`config.mk`:
```
export PLATFORM = sky130hd
export DESIGN_NAME = led_pattern_engine
export DESIGN_NICKNAME = d
export VERILOG_FILES = /design/src/rtl/led_pattern_engine.sv
export SDC_FILE = /design/constraint.sdc
export NUM_CORES = 1
export LEC_CHECK = 0
export BUFFER_PORTS_ARGS = -buffer_cell sky130_fd_sc_hd__buf_2
export CAP_MARGIN = 20
export CORE_MARGIN = 8
export CORE_UTILIZATION = 62
export CTS_BUF_LIST = sky130_fd_sc_hd__clkbuf_2 sky130_fd_sc_hd__clkbuf_4 sky130_fd_sc_hd__clkbuf_8
export CTS_CLUSTER_SIZE = 28
export DETAILED_ROUTE_END_ITERATION = 10
export MAX_ROUTING_LAYER = met4
export PLACE_DENSITY = 0.82
export SLEW_MARGIN = 30
export SYNTH_ARGS = -nofsm -noshare
export SYNTH_HDL_FRONTEND = slang
export SYNTH_SLANG_ARGS = --single-unit
```
`constraint.sdc`:
```
create_clock -name clk -period 4.1 [get_ports clk]
set_input_delay 0.615 -clock clk [delete_from_list [all_inputs] [get_ports clk]]
set_output_delay 0.615 -clock clk [all_outputs]
set_load 0.02 [all_outputs]
```
`src/rtl/led_pattern_engine.sv`:
```
// LED pattern generator: programmable step prescaler, six tick-driven patterns
// with glitch-free mode/rate reload on step boundaries, PWM brightness gating.
module led_pattern_engine #(
  parameter int WIDTH       = 8,
  parameter int DIV_W       = 24,
  parameter int DEFAULT_DIV = 10_000_000,
  parameter int PWM_W       = 4
) (
  input  logic             clk,
  input  logic             rst,
  input  logic             en,
  input  logic             mode_load,
  input  logic [2:0]       mode,
  input  logic [DIV_W-1:0] div,
  input  logic [PWM_W-1:0] brightness,
  output logic [WIDTH-1:0] led,
  output logic             step
);

  localparam logic [DIV_W-1:0] DEF_DIV  = DIV_W'(DEFAULT_DIV);
  localparam logic [WIDTH-1:0] ALT_SEED = WIDTH'({((WIDTH + 1) / 2){2'b01}});
  localparam logic             DIR_LEFT  = 1'b0;
  localparam logic             DIR_RIGHT = 1'b1;

  localparam logic [2:0] M_SHL    = 3'd0;
  localparam logic [2:0] M_SHR    = 3'd1;
  localparam logic [2:0] M_BLINK  = 3'd2;
  localparam logic [2:0] M_ALT    = 3'd3;
  localparam logic [2:0] M_BOUNCE = 3'd4;
  localparam logic [2:0] M_FILL   = 3'd5;

  function automatic logic [WIDTH-1:0] seed_pat(input logic [2:0] m);
    logic [WIDTH-1:0] s;
    s = '0;
    case (m)
      M_SHL, M_BOUNCE: s[0] = 1'b1;
      M_SHR:           s[WIDTH-1] = 1'b1;
      M_BLINK:         s = '1;
      M_ALT:           s = ALT_SEED;
      default:         s = '0;
    endcase
    return s;
  endfunction

  logic [DIV_W-1:0] presc_q, presc_d;
  logic [PWM_W-1:0] pwm_cnt_q, pwm_cnt_d;
  logic [2:0]       mode_q, mode_d, mode_nxt_q, mode_nxt_d;
  logic [DIV_W-1:0] div_q, div_d, div_nxt_q, div_nxt_d;
  logic             pend_q, pend_d;
  logic [WIDTH-1:0] pat_q, pat_d;
  logic             dir_q, dir_d;
  logic [WIDTH-1:0] led_q, led_d;
  logic             step_q, step_d;
  logic [DIV_W-1:0] div_eff;
  logic             tick;

  always_comb begin
    presc_d    = presc_q;
    pwm_cnt_d  = pwm_cnt_q + 1'b1;
    mode_d     = mode_q;
    div_d      = div_q;
    mode_nxt_d = mode_nxt_q;
    div_nxt_d  = div_nxt_q;
    pend_d     = pend_q;
    pat_d      = pat_q;
    dir_d      = dir_q;

    div_eff = (div_q == '0) ? DIV_W'(1) : div_q;
    tick    = en && (presc_q == div_eff - 1'b1);
    if (en) presc_d = tick ? '0 : presc_q + 1'b1;

    step_d = tick;
    led_d  = pat_q & {WIDTH{pwm_cnt_q < brightness}};

    // A pending reload replaces the advance on its tick: seed only, no step of the new pattern.
    if (tick) begin
      if (pend_q) begin
        mode_d = mode_nxt_q;
        div_d  = div_nxt_q;
        pat_d  = seed_pat(mode_nxt_q);
        dir_d  = DIR_LEFT;
        pend_d = 1'b0;
      end else begin
        case (mode_q)
          M_SHL:            pat_d = {pat_q[WIDTH-2:0], pat_q[WIDTH-1]};
          M_SHR:            pat_d = {pat_q[0], pat_q[WIDTH-1:1]};
          M_BLINK, M_ALT:   pat_d = ~pat_q;
          M_BOUNCE: begin
            pat_d = (dir_q == DIR_LEFT) ? (pat_q << 1) : (pat_q >> 1);
            if (pat_d[WIDTH-1])  dir_d = DIR_RIGHT;
            else if (pat_d[0])   dir_d = DIR_LEFT;
          end
          M_FILL:           pat_d = (&pat_q) ? '0 : {pat_q[WIDTH-2:0], 1'b1};
          default:          pat_d = '0;
        endcase
      end
    end

    // Capture after the tick logic so a load on a tick cycle stays pending (last load wins).
    if (mode_load) begin
      mode_nxt_d = mode;
      div_nxt_d  = div;
      pend_d     = 1'b1;
    end
  end

  always_ff @(posedge clk or posedge rst) begin
    if (rst) begin
      presc_q    <= '0;
      pwm_cnt_q  <= '0;
      mode_q     <= M_SHL;
      div_q      <= DEF_DIV;
      mode_nxt_q <= M_SHL;
      div_nxt_q  <= DEF_DIV;
      pend_q     <= 1'b0;
      pat_q      <= WIDTH'(1);
      dir_q      <= DIR_LEFT;
      led_q      <= '0;
      step_q     <= 1'b0;
    end else begin
      presc_q    <= presc_d;
      pwm_cnt_q  <= pwm_cnt_d;
      mode_q     <= mode_d;
      div_q      <= div_d;
      mode_nxt_q <= mode_nxt_d;
      div_nxt_q  <= div_nxt_d;
      pend_q     <= pend_d;
      pat_q      <= pat_d;
      dir_q      <= dir_d;
      led_q      <= led_d;
      step_q     <= step_d;
    end
  end

  assign led  = led_q;
  assign step = step_q;

endmodule

```
==> results.json <==
{
  "tightest_slew_ps": 900,
  "clkTransAtPathRegs_ps": 90,
  "vias": 3802,
  "fin_hold_ws_ps": 323,
  "synth-simple-area-share": 0.159,
  "grt_util_all_layers": 0.206,
  "synth_area_leaders": "dfrtp_1 39%, mux2_2 8.7%, dfstp_2 8.4%",
  "via_per_inst": 6.02,
  "ios": 44,
  "drv_cap": 0,
  "syn_area_sq_um": 5330,
  "overflow": 0,
  "r2r_slack_ps": 290,
  "synth_top_cell_by_area": "dfrtp_1",
  "h-tree-depth": 3,
  "core_area_sq_um": 8510,
  "fin_setup_tns_ps": 0,
  "portBuffers": 43,
  "antenna_found_initial": 0,
  "arrival_ps": 4120,
  "wl_per_cell_um": 17.3,
  "report.power.total_w": 0.00260,
  "synth_xor_area_frac": 0.0855,
  "yosys_warnings": 0,
  "critical_path_required_ps": 4410,
  "synthToLayoutAreaGrowth_pct": 9.98,
  "dieArea_sq_um": 11800,
  "setup_viol_count_final": 0,
  "die_w_um": 109,
  "dpl.hpwl_um": 7830,
  "hold_class": "in2async",
  "critPathMaxFanout": 18,
  "worstSetupEndpointType": "flip-flop",
  "post-cts-setup-buffers": 0,
  "ys_top_cells_by_count": "84 x dfrtp_1, 52 x nor2_1, 41 x mux2_2, 26 x xnor2_1, 26 x xor2_1",
  "cp_cell_sequence": "or4_1 -> nor3_2 -> a31oi_1 -> ha_1 -> o21ba_2 -> a221oi_1 -> a41oi_1 -> nor4_1 -> o2111a_1 -> nand3_1 -> clkinv_2 -> buf_4 -> a211o_1",
  "fin_worst_skew_ps": 11.1,
  "min_period_ps": 3810,
  "wirelength_um": 10900,
  "num_rows": 34,
  "crit_family": "simple AND/OR/NAND/NOR gates",
  "post-place-ws_ps": 291,
  "synth_top_family_by_area": "simple AND/OR/NAND/NOR gates",
  "synth_seq_cells": 101,
  "synth_cells": 473,
  "status": "finished, final reports clean",
  "timing.slew.headroom": 0.396,
  "cts.path.max_buffers": 2,
  "cts_made_buffers": 9,
  "critical_path.startpoint": "div_q[11]",
  "n_antenna_cell": 0,
  "grt_first_pass_wirelength_um": 18700,
  "slew_viol_final": 0,
  "yosysTopAreaCellShare": 0.395,
  "r2r_cells": 13,
  "first_pass_iters": 6,
  "gp_congestion": 0.944,
  "fillers": 644,
  "grt_pass1_vias": 3816,
  "die_y_um": 109,
  "yosys_most_used_dff": "dfrtp_1",
  "drt_iter0_markers": 195,
  "synth-adder-area-share": 0.0141,
  "yosysSeqAreaShare": 0.478,
  "cellPowerDensity_nw_per_um2": 444,
  "cts-root-buf": "clkbuf_8",
  "drcViolationCount": 0,
  "worst_slack_ps": 290,
  "cts_tree": "yes",
  "clock_latency_ps": 370,
  "fin_crit_sh": 0.929,
  "cts_hold_buffers": 0,
  "rsz0062_at_grt": "false",
  "start_kind": "flip-flop",
  "r2r-start": "div_q[11]",
  "grt_max_degree": 76,
  "hold_viol_final": 0,
  "synth_compound_area_frac": 0.0862,
  "synth_edf_count": 0,
  "initial_utilization": 0.626,
  "muxShareOfSynthArea": 0.151,
  "synth-async-reset-ratio": 1.00,
  "ys_types": 65,
  "p_leak_nw": 2.81,
  "final_nets": 560,
  "cp_slowest_cell": "or4_1",
  "peakVddDrop_uv": 239,
  "cp_slowest_stage_delay_ps": 660,
  "cts_sinks": 101,
  "avgSynthCellArea_sq_um": 11.3,
  "fmax_mhz": 262,
  "post_cts_resized": 0,
  "path_buf_inv": 2,
  "yosys.cell_count.top_type": "dfrtp_1",
  "syn_nets": 514,
  "ant_nets": 0,
  "crit_type": "reg2reg",
  "timing.rr.end": "dir_q",
  "layout-drive-gt1-share": 0.303
}
[layout by cell type (no fill, tap or decap), types with 4 or more instances in the layout]
cell type	Yosys	layout
a21oi_1	7	7
a221oi_1	7	7
a31oi_1	6	6
and2_1	10	10
and3_1	6	6
buf_2	1	43
buf_4	3	7
clkbuf_8	0	10
dfrtp_1	84	84
dfstp_2	17	17
ha_1	6	6
inv_1	13	12
mux2_2	41	41
mux2_4	20	20
nand2_1	22	22
nand2b_1	5	5
nand3_1	10	10
nand4_1	8	8
nor2_1	52	51
nor2b_1	4	4
nor3_1	8	8
nor4_1	8	8
o21ai_0	7	7
o22ai_1	4	4
or3_1	5	5
or4_1	5	5
xnor2_1	26	26
xor2_1	26	26
[worst register-to-register path: stages, from the launching register on]
cell	delay [ps]
dfrtp_1	460
or4_1	660
nor3_2	210
a31oi_1	120
ha_1	290
o21ba_2	220
a221oi_1	290
a41oi_1	80
nor4_1	290
o2111a_1	310
nand3_1	150
clkinv_2	230
buf_4	270
a211o_1	150
[layer usage]
| metal | GRT usage | vias to the layer above | routed length, um |
|---|---|---|---|
| met2 | 0.316 | 127 | 5220 |
| met3 | 0.0414 | 29 | 580 |
| li1 | - | 1789 | - |
| met5 | - | - | 0 |
| met4 | 0.0909 | 0 | 254 |
| met1 | 0.259 | 1857 | 4880 |
[worst max-delay path by stage]
stage | endpoint | slack, ps | cells past startpoint
final | dir_q | 290 | 13
after CTS | dir_q | 250 | 13
after global placement | dir_q | 370 | 13
after detailed placement | presc_q[23] | 290 | 13
after global routing | dir_q | 7 | 13
after floorplan | pat_q[1] | 380 | 15
[cell type report]
class | instances | area [sq um] | share of cell area
clock buffer | 11 | 145 | 0.0248
clock inverter | 5 | 58.8 | 0.0100
inverter | 14 | 58.8 | 0.0100
multi-input combinational | 343 | 2650 | 0.451
sequential | 101 | 2550 | 0.435
tap | 108 | 135 | 0.0231
timing repair buffer | 50 | 268 | 0.0457
[through the flow]
step                      std cells  cell area (sq um)  utilization
final                           632               5860        0.689
after global routing            632               5860        0.689
after CTS                       632               5850        0.688
after detailed placement        616               5650        0.664
after global placement          616               5650        0.664
after floorplan                 473               5330            -
[where the power goes]
group	internal (W)	switching [W]
Combinational	0.000371	0.000395
Sequential	0.00109	0.000105
Clock	0.000307	0.000340
[logic make-up after synthesis]
family / after synthesis
compound gates: 60
xor+xnor: 52
fa+ha+maj: 6
buf+inv: 29
flops: 101
mux: 65
simple gates: 160
[flip-flops by register name, indices dropped and copies added (netlist names)]
signal      flops
div_q          24
pat_q           8
pend_q          1
dir_q           1
div_nxt_q      24
presc_q        24
mode_nxt_q      3
mode_q          3
led             8
step            1
pwm_cnt_q       4
Power figures use the tool's default switching activity.
